## src/rtl/i2c_bridge_pkg.sv

```systemverilog
// Shared definitions for the AXI-to-I2C bridge: FSM encoding and default byte widths.
package i2c_bridge_pkg;

  localparam int DEF_ADDR_W = 8;
  localparam int DEF_DATA_W = 8;

  typedef enum logic [1:0] {
    S_IDLE      = 2'd0,
    S_WAIT_BUSY = 2'd1,
    S_WAIT_DONE = 2'd2
  } state_t;

endpackage

```

## src/rtl/i2c_cmd_fifo.sv

```systemverilog
// Generic synchronous circular FIFO with flush, explicit level counter and head-of-queue read.
module i2c_cmd_fifo #(
  parameter int DEPTH = 4,
  parameter int WIDTH = 16
) (
  input  logic                       clk,
  input  logic                       res_n,
  input  logic                       push,
  input  logic [WIDTH-1:0]           wdata,
  input  logic                       pop,
  input  logic                       flush,
  output logic [WIDTH-1:0]           rdata,
  output logic                       full,
  output logic                       empty,
  output logic [$clog2(DEPTH):0]     level,
  output logic                       drop
);

  localparam int PTR_W = $clog2(DEPTH);
  localparam int LVL_W = PTR_W + 1;

  logic [WIDTH-1:0] mem [DEPTH];
  logic [PTR_W-1:0] wr_ptr;
  logic [PTR_W-1:0] rd_ptr;
  logic             do_push;
  logic             do_pop;

  // A pop frees a slot in the same cycle, so a push into a full queue is still taken.
  assign do_pop  = pop && !empty && !flush;
  assign do_push = push && !flush && (!full || do_pop);
  assign drop    = push && !flush && !do_push;

  always_ff @(posedge clk) begin
    if (!res_n) begin
      wr_ptr <= '0;
      rd_ptr <= '0;
      level  <= '0;
    end else if (flush) begin
      wr_ptr <= '0;
      rd_ptr <= '0;
      level  <= '0;
    end else begin
      if (do_push) wr_ptr <= wr_ptr + PTR_W'(1);
      if (do_pop)  rd_ptr <= rd_ptr + PTR_W'(1);
      case ({do_push, do_pop})
        2'b10:   level <= level + LVL_W'(1);
        2'b01:   level <= level - LVL_W'(1);
        default: level <= level;
      endcase
    end
  end

  always_ff @(posedge clk) begin
    if (do_push) mem[wr_ptr] <= wdata;
  end

  assign rdata = mem[rd_ptr];
  assign full  = (level == LVL_W'(DEPTH));
  assign empty = (level == '0);

endmodule

```

## src/rtl/i2c_cmd_queue.sv

```systemverilog
// Command queue feeding the I2C master: buffers pushes, issues one command at a time,
// and watches the master's busy handshake with a timeout.
module i2c_cmd_queue
  import i2c_bridge_pkg::*;
#(
  parameter int DEPTH        = 4,
  parameter int ADDR_W       = DEF_ADDR_W,
  parameter int DATA_W       = DEF_DATA_W,
  parameter int BUSY_TIMEOUT = 16
) (
  input  logic                   clk,
  input  logic                   res_n,
  input  logic                   push,
  input  logic [ADDR_W-1:0]      push_addr,
  input  logic [DATA_W-1:0]      push_data,
  input  logic                   flush,
  input  logic                   clr_err,
  input  logic                   i2c_busy,
  output logic [ADDR_W-1:0]      cmd_addr,
  output logic [DATA_W-1:0]      cmd_data,
  output logic                   new_cmd,
  output logic                   full,
  output logic                   empty,
  output logic [$clog2(DEPTH):0] level,
  output logic                   active,
  output logic                   overflow,
  output logic                   timeout_err
);

  localparam int CNT_W = $clog2(BUSY_TIMEOUT) + 1;

  state_t                   state;
  state_t                   state_next;
  logic [CNT_W-1:0]         cnt;
  logic                     issue;
  logic                     tmo_hit;
  logic                     drop;
  logic [ADDR_W+DATA_W-1:0] head;

  i2c_cmd_fifo #(
    .DEPTH (DEPTH),
    .WIDTH (ADDR_W + DATA_W)
  ) u_fifo (
    .clk   (clk),
    .res_n (res_n),
    .push  (push),
    .wdata ({push_addr, push_data}),
    .pop   (issue),
    .flush (flush),
    .rdata (head),
    .full  (full),
    .empty (empty),
    .level (level),
    .drop  (drop)
  );

  // A flush in the same cycle suppresses the issue so the head entry is discarded, not sent.
  always_comb begin
    state_next = state;
    issue      = 1'b0;
    tmo_hit    = 1'b0;
    case (state)
      S_IDLE: begin
        if (!empty && !i2c_busy && !flush) begin
          issue      = 1'b1;
          state_next = S_WAIT_BUSY;
        end
      end
      S_WAIT_BUSY: begin
        if (i2c_busy) begin
          state_next = S_WAIT_DONE;
        end else if (cnt == CNT_W'(BUSY_TIMEOUT - 1)) begin
          tmo_hit    = 1'b1;
          state_next = S_IDLE;
        end
      end
      S_WAIT_DONE: begin
        if (!i2c_busy) state_next = S_IDLE;
      end
      default: state_next = S_IDLE;
    endcase
  end

  always_ff @(posedge clk) begin
    if (!res_n) state <= S_IDLE;
    else        state <= state_next;
  end

  always_ff @(posedge clk) begin
    if (!res_n) begin
      cnt         <= '0;
      new_cmd     <= 1'b0;
      cmd_addr    <= '0;
      cmd_data    <= '0;
      overflow    <= 1'b0;
      timeout_err <= 1'b0;
    end else begin
      new_cmd <= issue;
      if (issue) begin
        cmd_addr <= head[ADDR_W+DATA_W-1 -: ADDR_W];
        cmd_data <= head[DATA_W-1:0];
        cnt      <= '0;
      end else if (state == S_WAIT_BUSY && !i2c_busy) begin
        cnt <= cnt + CNT_W'(1);
      end
      // Sticky flags: a new error in the same cycle beats the software clear.
      if (drop)         overflow <= 1'b1;
      else if (clr_err) overflow <= 1'b0;
      if (tmo_hit)      timeout_err <= 1'b1;
      else if (clr_err) timeout_err <= 1'b0;
    end
  end

  assign active = (state != S_IDLE);

endmodule

```

## config.mk

```make
export PLATFORM = sky130hd
export DESIGN_NAME = i2c_cmd_queue
export DESIGN_NICKNAME = d
export VERILOG_FILES = /design/src/rtl/i2c_bridge_pkg.sv /design/src/rtl/i2c_cmd_fifo.sv /design/src/rtl/i2c_cmd_queue.sv
export SDC_FILE = /design/constraint.sdc
export NUM_CORES = 1
export LEC_CHECK = 0
export BUFFER_PORTS_ARGS = -buffer_cell sky130_fd_sc_hd__buf_2
export CAP_MARGIN = 20
export CORE_ASPECT_RATIO = 1.75
export CORE_MARGIN = 1.5
export CORE_UTILIZATION = 55
export CTS_BUF_LIST = sky130_fd_sc_hd__clkbuf_16
export DETAILED_ROUTE_END_ITERATION = 10
export PLACE_DENSITY_LB_ADDON = 0.08
export SKIP_LAST_GASP = 1
export SYNTH_ARGS = -nofsm -noshare
export SYNTH_HDL_FRONTEND = slang
export SYNTH_SLANG_ARGS = --single-unit
export TNS_END_PERCENT = 1
```

## constraint.sdc

```tcl
create_clock -name clk -period 4.5 [get_ports clk]
set_input_delay 0.225 -clock clk [delete_from_list [all_inputs] [get_ports clk]]
set_output_delay 0.225 -clock clk [all_outputs]
set_load 0.005 [all_outputs]
```

==> Word level (Yosys, flattened, before mapping) <==
Memory sizes are Yosys's and may differ from the RTL's. A register that Yosys moved wholly into a read port is not among the register bits.
Index checks and enable logic that the tools add are counted.
{ "word_totals": {"register_bits": 17, "latch_bits": 0, "word_cells": 64, "rom_bits": 0, "ramBits": 64, "out_inout_bits": 25, "input_bits": 22, "mem_count": 1} }
{ "classes": {"n_div": 0, "n_lt_le_gt_ge": 0, "n_reduce_logical": 24, "mul": 0, "n_addsub": 5, "muxes": 16, "n_shift": 0, "n_eq_ne": 9, "n_bitwise": 1} }
{ "mem_list": {"columns": ["memory", "words", "width", "rd", "rd_ports_with_merged_regs", "write_ports", "line", "text"], "rows": [
  ["u_fifo.mem", 4, 16, 1, 1, 1, "i2c_cmd_fifo.sv:22", "logic [WIDTH-1:0] mem [DEPTH];"]
]} }
{ "op_table": {"columns": ["operator", "n"], "rows": [
  ["two-way mux 1 bit", 10],
  ["logical AND 1 bit", 8],
  ["two-way mux 2 bit", 4],
  ["nonzero test 2 bit", 4],
  ["logical NOT 1 bit", 6],
  ["case mux 2 bit (3 select lines)", 1],
  ["case mux 3 bit (2 select lines)", 1],
  ["adder 5 x 1 -> 5 bit, second input constant", 1],
  ["== test 5 x 4 -> 1 bit, second input constant", 1],
  ["adder 2 x 1 -> 2 bit, second input constant", 2],
  ["== test 2 x 1 -> 1 bit, second input constant", 2],
  ["== test 2 bit, second input constant", 2],
  ["inequality test 2 bit, second input constant", 2],
  ["OR reduction 2 bit", 2],
  ["adder 3 x 1 -> 3 bit, second input constant", 1],
  ["== test 3 bit, second input constant", 1],
  ["logical NOT 3 bit", 1],
  ["inequality test 3 bit, second input constant", 1],
  ["AND reduction 3 bit", 1],
  ["subtractor 3 x 1 -> 3 bit, second input constant", 1],
  ["logical NOT 2 bit", 1],
  ["logical OR 1 bit", 1],
  ["NOT 1 bit", 1]
]} }

==> Depth between registers and ports, before layout <==
Gate-level depths: netlist (run 1).
{ "depth": {"depth_word": 13, "depth_mapped": 9, "depth_no_buf": 8} }

==> Cells and area by module <==
From an unflattened synthesis (run 1), not the netlist that was laid out.
{ "hier_totals": {"hier_cells": 223, "area_unflattened_um2": 3768.6} }
{ "by_module_without_submodules": {"columns": ["module", "cells_per_inst", "instances", "area_each_um2"], "rows": [
  ["i2c_cmd_fifo", 142, 1, 2815.2],
  ["i2c_cmd_queue", 81, 1, 953.4]
]} }

==> Worst setup path after synthesis (run 1) <==
No wires, ideal clock.
{ "synth_path": {"path_kind": "register to register", "startpoint": "register state[1]", "endpoint": "register u_fifo.level[1]", "path_stages_with_launch": 8, "path_buffers": 1, "synth_period_minus_slack_ns": 2.230, "t_arrival_ns": 2.172, "path_slack_ns": 2.270, "required_ns": 4.442, "cell_sequence": "dfxtp_1 buf_6 or4_4 nor3_2 inv_1 fa_1 o41ai_2 mux2_2"} }
{ "synth_via": {"elab_chain_cells": 8, "elab_cells_between_ends": 10, "cone_classes": "eq/ne: 2; mux: 2; reduce/logical: 6"} }
{ "synth_rtl": {"columns": ["item", "line", "text"], "rows": [
  ["from (decl)", "i2c_cmd_queue.sv:32", "state_t state;"],
  ["from (signal assigned)", "i2c_cmd_queue.sv:86", "else state <= state_next;"],
  ["logical NOT 2 bit (*)", "i2c_cmd_queue.sv:62", "case (state)"],
  ["two-way mux 1 bit (*)", "i2c_cmd_queue.sv:62", null],
  ["logical AND 1 bit (*) (2 in series)", "i2c_cmd_fifo.sv:29", "assign do_pop = pop && !empty && !flush;"],
  ["logical OR 1 bit", "i2c_cmd_fifo.sv:30", "assign do_push = push && !flush && (!full || do_pop);"],
  ["logical AND 1 bit", "i2c_cmd_fifo.sv:30", null],
  ["== test 2 x 1 -> 1 bit / == test 2 bit (equally long branches)", "i2c_cmd_fifo.sv:45", "case ({do_push, do_pop})"],
  ["case mux 3 bit (2 select lines) / nonzero test 2 bit (equally long branches)", null, null],
  ["to (signal assigned)", "i2c_cmd_fifo.sv:46", "2'b10: level <= level + LVL_W'(1);"],
  ["to (signal assigned)", "i2c_cmd_fifo.sv:47", "2'b01: level <= level - LVL_W'(1);"],
  ["to (signal assigned)", "i2c_cmd_fifo.sv:48", "default: level <= level;"],
  ["to (decl)", "i2c_cmd_fifo.sv:15", "output logic [$clog2(DEPTH):0] level,"]
]} }
Every way passes the cells marked *; elsewhere a longest branch is shown, timed or not.
A chain may end at the register's enable or synchronous reset.

==> Final worst setup path (run 1) <==
{ "layout_path": {"startpoint": "register state[0]", "endpoint": "register u_fifo.level[1]"} }
The elaborated chain is that of the path after synthesis.

==> impl_results.rst, run 1 <==
.. list-table::
   :header-rows: 1

   * - Metric
     - Value
   * - Switching Share
     - 18.7%
   * - Area of the mapped netlist
     - a little under 4000 um2
   * - Dpl cell area
     - 4160 um2
   * - CTS max path bufs
     - 2
   * - Number of unique standard cell types used by synthesis
     - 44
   * - Max Freq
     - 410 MHz
   * - Finished layout cell area
     - about 4500 um2
   * - Overall routing resource usage
     - ~21%
   * - Worst max-slew margin expressed relative to the limit
     - around two fifths
   * - Leak Pwr
     - 1.63 nW
   * - Number of hold-repair buffers added at the cts stage
     - 0
   * - Total die area
     - about 7600 um2
   * - Starting density of the core
     - 56.6%
   * - Num CTS Buffers
     - 9
   * - Vertical die dimension
     - 114 um
   * - List of most frequent post-synthesis cells
     - 64 x edfxtp_1, 40 x nand2_1, 33 x dfxtp_1
   * - Tcrit/Tclk final
     - 54.2%
   * - Worst clock skew
     - between 0.007 and 0.008 ns
   * - Net switching component of the power
     - about 0.34 mW
   * - CTS Root Buffer Type
     - clkbuf_16
   * - Mean number of vias per cell
     - 5.56
   * - Library cell occupying the most area in the post-synthesis netlist
     - edfxtp_1
   * - Fraction of power consumed by combinational cells
     - ~3.6%
   * - Proportion of power drawn by flip-flops and latches
     - between 50% and 60%
   * - DRT antenna net count
     - 0
   * - Maximum number of pins on one net before global-route repair
     - 31
   * - Number of inserted filler cells in the final layout
     - 535
   * - Area share of the largest cell type after synthesis
     - between 40% and 50%
   * - Maximum Capacitance Violations
     - 0
   * - Quantity of I/O buffers inserted on ports
     - between 40 and 50
   * - Worst slack at placement
     - 2.06 ns
   * - Post-route worst hold slack
     - just over 0.1 ns
   * - Final-report setup violation count
     - 0
   * - Worst supply voltage drop on vdd
     - between 300 and 400 uV
   * - DRC violation count after routing
     - 0
   * - Unrepaired setup endpoints after global routing
     - false
   * - Critical Setup Path Class
     - flip-flop to flip-flop
   * - Wire length of the first global-routing pass
     - between 10,000 and 15,000 um
   * - Worst skew pair latency
     - roughly 0.34 ns
   * - Final global-route overflow total
     - 0
   * - Iteration-0 DRC Markers
     - 89
   * - Clock period minus worst slack
     - between 2 and 2.5 ns
   * - Required time at the endpoint of the critical path
     - about 4.8 ns
   * - Least-Margin Pin Slew
     - 0.914 ns
   * - Die X-Extent
     - 66.5 um
   * - Average cell area after synthesis
     - 14.8 um2
   * - Vias in the first global route
     - between 2k and 2.5k
   * - Placer congestion estimate
     - between 0.7 and 0.8
   * - Clock-pin slew on the worst setup and hold paths
     - about 0.060 ns
   * - Arrival @ worst endpoint
     - roughly 2.7 ns
   * - Count of final max-slew check failures
     - 0
   * - TritonCTS clock tree
     - built
   * - Internal portion of total power
     - between 1 and 1.5 mW
   * - Result of the run
     - finished clean
   * - Number of synthesized flops with an enable pin
     - 64
   * - HPWL after detailed placement
     - approximately 4400 um
   * - # H-tree levels
     - 3
   * - Instance count of the mapped netlist
     - 263
   * - Main synth FF type
     - edfxtp_1
   * - Min setup slack post-route
     - 2.06 ns
   * - Routed via count
     - roughly 2.2k
   * - Synthesis Warnings
     - 0
   * - Power Dens Cells
     - ~400 nW/um2
   * - CTS resizes
     - 0
   * - Post-route setup TNS
     - 0 ns
   * - Std cell rows
     - 40
   * - Post-CTS Repair Setup Buffers
     - 0
   * - Layout net count
     - between 300 and 400
   * - Critical path startpoint category
     - flip-flop
   * - Relative contribution of the clock network to total power
     - between 40% and 50%
   * - Wirelength per Cell
     - ~17 um
   * - Antenna diode count
     - 0
   * - Ratio of cells with drive above 1 in the final layout
     - 26.4%
   * - I/O pin count
     - 47
   * - Synth top area cells
     - edfxtp_1 50%, dfxtp_1 17%, mux4_2 9.3%, nand2_1 3.9%, a21boi_1 2.1%
   * - Area added between synthesis and finish
     - 14.9%
   * - Yosys reg bits
     - 97
   * - Iteration count of the initial detailed-routing pass
     - 4
   * - Final Hold Violating Endpoints
     - 0
   * - Share of flip-flops with an asynchronous set or reset
     - 0%
   * - Capturing element type of the critical path
     - flip-flop
   * - Initial antenna violation count
     - 0
   * - Sinks on the clock net
     - just under 100
   * - Worst-path maximum fanout
     - 13
   * - HP Class
     - primary input to flip-flop
   * - Detailed-route wire length
     - slightly below 7000 um
   * - Nets in the synthesized netlist
     - between 200 and 300
   * - Part of the Yosys area used for sequential elements
     - 66.5%
   * - Core Region
     - between 6000 and 7000 um2
   * - Leading cell type by number of instances after synthesis
     - edfxtp_1
-- area by class of cell --
class	count	area, um2	area share [%]
Sequential cell	97	2580	57.9
Multi-Input combinational cell	145	1200	26.8
Timing Repair Buffer	47	238	5.33
Clock buffer	9	225	5.05
Tap cell	84	105	2.36
Clock inverter	7	78.8	1.77
Inverter	9	33.8	0.757
-- critical path, cell delays in order (launching register included) --
cell	delay, ns
dfxtp_1	0.44
or4_4	0.63
nor3_2	0.21
inv_1	0.09
fa_1	0.48
o41ai_2	0.35
mux2_2	0.19
-- sequential cells by signal (all words and copies together), names as in the netlist --
name	cells
cmd_addr	8
cmd_data	8
cnt	5
new_cmd	1
overflow	1
state	2
timeout_err	1
u_fifo.level	3
u_fifo.mem	64
u_fifo.rd_ptr	2
u_fifo.wr_ptr	2
-- layer usage --
layer | part of all wire [%] | GRT usage [%]
met4 | 2.1 | 9.12
met5 | 0 | 0
met3 | 3.3 | 6.10
met2 | 54 | 34.7
met1 | 40 | 24.1
-- metrics by stage --
| stage | utilization [%] | std cells | power, mW |
|---|---|---|---|
| floorplan | - | 263 | 1.02 |
| global placement | 60.6 | 382 | 1.05 |
| detailed placement | 60.6 | 382 | 1.05 |
| CTS | 65.1 | 398 | 1.82 |
| global route | 65.1 | 398 | 1.86 |
| finish | 65.1 | 398 | 1.80 |
-- power by group through the flow --
stage | registers, mW | clock network [mW] | logic [mW]
global placement | 0.984 | 0 | 0.0643
detailed placement | 0.985 | 0 | 0.0655
CTS | 0.966 | 0.788 | 0.0657
global route | 0.966 | 0.825 | 0.0716
floorplan | 0.984 | 0 | 0.0380
finish | 0.966 | 0.770 | 0.0643
-- layout by cell type, fill, tap and decap left out, types with 2 or more instances in the layout --
master and count:
nand2_1 40, bufinv_16 2, nand2b_1 3, nor3b_1 2, nor2_1 5, and2_1 4, a21boi_0 7, inv_1 10
nand3_1 3, xnor2_1 2, and3_1 4, or3_1 3, a32oi_1 2, nor2b_1 4, edfxtp_1 64, nand4_1 3
a31oi_1 2, o21ai_0 6, ha_1 6, dfxtp_1 33, clkbuf_16 9, nor3_1 4, clkinv_1 3, a21boi_1 11
xor2_1 2, mux2i_1 2, buf_2 46, mux4_2 16
-- final timing paths --
kind                      from               end  slack [ns]  cells past startpoint
setup / recovery      state[0]   u_fifo.level[1]        2.06                      6
hold / removal    push_data[3]  u_fifo.mem[1][3]        0.10                      1
setup reg to reg      state[0]   u_fifo.level[1]        2.06                      6
hold reg to reg    cmd_addr[6]       cmd_addr[6]        0.45                      2
-- cell families after synthesis --
logic type | after synthesis | share of synthesized area, %
XOR/XNOR | 4 | 0.903
buffers and inverters | 21 | 2.64
adder cells (fa/ha/maj) | 7 | 2.45
AO/OA/AOI/OAI | 34 | 6.38
flip-flops | 97 | 66.5
AND/OR/NAND/NOR | 81 | 11.0
multiplexers | 19 | 10.1
No activity file was read; power rests on OpenSTA's default activity.
==> run 2: changes to the inputs <==
clock period = 2.52 ns   (was 4.5 ns; I/O delays follow)
==> impl_results.rst, run 2 (synthesized netlist as in run 1, its figures left out) <==
.. list-table::
   :header-rows: 1

   * - Metric
     - Value
   * - Total power
     - ~3 mW
   * - DRT antenna net count
     - 0
   * - Critical Setup Path Class
     - flip-flop to flip-flop
   * - Finished layout cell area
     - between 4000 and 5000 um2
   * - CTS Root Buffer Type
     - clkbuf_16
   * - Max Freq
     - around 440 MHz
   * - Post-route setup TNS
     - 0 ns
   * - Final Hold Violating Endpoints
     - 0
   * - Critical path startpoint category
     - flip-flop
   * - Routed via count
     - roughly 2.3k
   * - # H-tree levels
     - 3
   * - Fraction of power consumed by combinational cells
     - 4.2%
   * - Std cell rows
     - 40
   * - Switching Share
     - roughly a fifth
   * - Relative contribution of the clock network to total power
     - between 30% and 40%
   * - Layout net count
     - 352
   * - Tcrit/Tclk final
     - 89.3%
   * - Worst R2R End
     - u_fifo.level[1]
   * - Vias in the first global route
     - roughly 2.3k
   * - Cells on worst reg2reg path
     - 6
   * - Dpl cell area
     - 4260 um2
   * - Total die area
     - roughly 7600 um2
   * - HP Class
     - primary input to flip-flop
   * - DRC violation count after routing
     - 0
   * - Sinks on the clock net
     - 97
   * - Least-Margin Pin Slew
     - about 0.48 ns
   * - Critical path launch point
     - state[1]
   * - Iteration count of the initial detailed-routing pass
     - 4
   * - Area added between synthesis and finish
     - 17.8%
   * - Clock period minus worst slack
     - 2.25 ns
   * - Mean number of vias per cell
     - 5.52
   * - Wirelength per Cell
     - between 15 and 20 um
   * - Arrival @ worst endpoint
     - 2.53 ns
   * - Worst-path maximum fanout
     - 3
   * - Capturing element type of the critical path
     - flip-flop
   * - Max FFs per register
     - 64
   * - Proportion of power drawn by flip-flops and latches
     - approximately 56%
   * - Ratio of cells with drive above 1 in the final layout
     - between 20% and 30%
   * - Starting density of the core
     - 56.6%
   * - Biggest register
     - u_fifo.mem
   * - Worst skew pair latency
     - approximately 0.33 ns
   * - Reg-to-reg setup timing slack
     - ~0.27 ns
   * - Post-CTS Repair Setup Buffers
     - 0
   * - Regs by FF count
     - u_fifo.mem x64, cmd_addr x8, cmd_data x8
   * - Core Region
     - 6860 um2
   * - Placer congestion estimate
     - slightly above 0.7
   * - Maximum Capacitance Violations
     - 0
   * - Detailed-route wire length
     - 7010 um
   * - Worst max-slew margin expressed relative to the limit
     - between 60 and 70%
   * - Most common cell after layout, fill and taps aside
     - edfxtp_1
   * - CTS max path bufs
     - 2
   * - Required time at the endpoint of the critical path
     - between 2 and 3 ns
   * - Cells on Worst Hold Path
     - 1
   * - I/O pin count
     - 47
   * - Internal portion of total power
     - 2.43 mW
   * - Count of final max-slew check failures
     - 0
   * - Die X-Extent
     - between 60 and 70 um
   * - Leak Pwr
     - around 1.7 nW
   * - Reg-to-Reg Start
     - state[1]
   * - Clock-pin slew on the worst setup and hold paths
     - approximately 0.060 ns
   * - Vertical die dimension
     - approximately 110 um
   * - Wire length of the first global-routing pass
     - roughly 11,000 um
   * - Worst clock skew
     - ~0.0077 ns
   * - TritonCTS clock tree
     - built
   * - Initial antenna violation count
     - 0
   * - Most frequent cells in the layout
     - 64 x edfxtp_1, 46 x buf_2, 40 x nand2_1
   * - Power Dens Cells
     - 667 nW/um2
   * - End point of the worst hold path
     - u_fifo.mem[3][15]
   * - Worst supply voltage drop on vdd
     - between 700 and 800 uV
   * - Antenna diode count
     - 0
   * - Num CTS Buffers
     - 9
   * - Final global-route overflow total
     - 0
   * - Unrepaired setup endpoints after global routing
     - false
   * - Quantity of I/O buffers inserted on ports
     - 46
   * - HPWL after detailed placement
     - 4660 um
   * - Final-report setup violation count
     - 0
   * - Critical hold path startpoint
     - push_addr[7]
   * - Overall routing resource usage
     - between 20% and 30%
   * - Number of inserted filler cells in the final layout
     - 493
   * - Maximum number of pins on one net before global-route repair
     - 31
   * - Net switching component of the power
     - 0.621 mW
   * - Result of the run
     - finished clean
   * - Iteration-0 DRC Markers
     - 67
## run 2: cell types whose count changed in the layout (fill, tap and decap cells not counted), sizes merged
cell / before / now
clkinvlp: 0 / 1
buf: 47 / 56
dlygate4sd3: 0 / 5
clkinv: 3 / 2
inv: 11 / 13
bufinv: 2 / 0
## run 2: layout make-up
class                           instances  area [um2]  share of cell area (%)
Clock buffer                            9         225                    4.92
Clock inverter                          7        36.3                   0.793
Inverter                                9        33.8                   0.739
Multi-Input combinational cell        145        1200                    26.2
Sequential cell                        97        2580                    56.5
Tap cell                               84         105                    2.30
Timing Repair Buffer                   61         393                    8.59
## run 2: worst max-delay path, cell delays in order, from the launching register on
cell and delay (ns):
dfxtp_1 0.31, or4_4 0.59, nor3_2 0.22, inv_1 0.09
fa_1 0.48, o41ai_2 0.33, mux2_2 0.19
## run 2: repair_timing
item                      CTS  global route
gates resized for setup     0             0
hold buffers                5             0
hold endpoints to repair   18             0
## run 2: routing by layer
| metal | vias to the layer above | share of wire, % | GRT usage, % |
|---|---|---|---|
| li1 | 1092 | - | - |
| met1 | 1134 | 40 | 22.2 |
| met2 | 44 | 56 | 37.6 |
| met3 | 6 | 3.1 | 5.51 |
| met4 | 0 | 1.1 | 6.12 |
| met5 | - | 0 | 0 |
## run 2: worst max path at each step
| stage | endpoint | slack, ns | cells after the start |
|---|---|---|---|
| detailed placement | u_fifo.level[1] | 0.27 | 6 |
| finish | u_fifo.level[1] | 0.27 | 6 |
| global placement | u_fifo.level[1] | 0.34 | 6 |
| CTS | u_fifo.level[1] | 0.26 | 6 |
| global route | u_fifo.level[1] | 0.19 | 6 |
| floorplan | u_fifo.level[1] | 0.29 | 7 |
## run 2: per-stage QoR
stage                     util (%)  std cells  hold WS [ns]  setup WS (ns)
after detailed placement      62.2        391         0.343          0.271
final                         66.7        412       0.00744          0.269
after global routing          66.7        412       0.00100          0.188
after global placement        62.2        391         0.336          0.344
after floorplan                  -        263         0.225          0.290
after CTS                     66.7        412      0.000633          0.256
## run 2: power by group through the flow
stage | Clock (mW) | Sequential [mW] | Combinational (mW)
final | 1.20 | 1.72 | 0.129
after global routing | 1.30 | 1.72 | 0.141
after global placement | 0 | 1.76 | 0.122
after floorplan | 0 | 1.76 | 0.0679
after detailed placement | 0 | 1.76 | 0.124
after CTS | 1.23 | 1.72 | 0.130
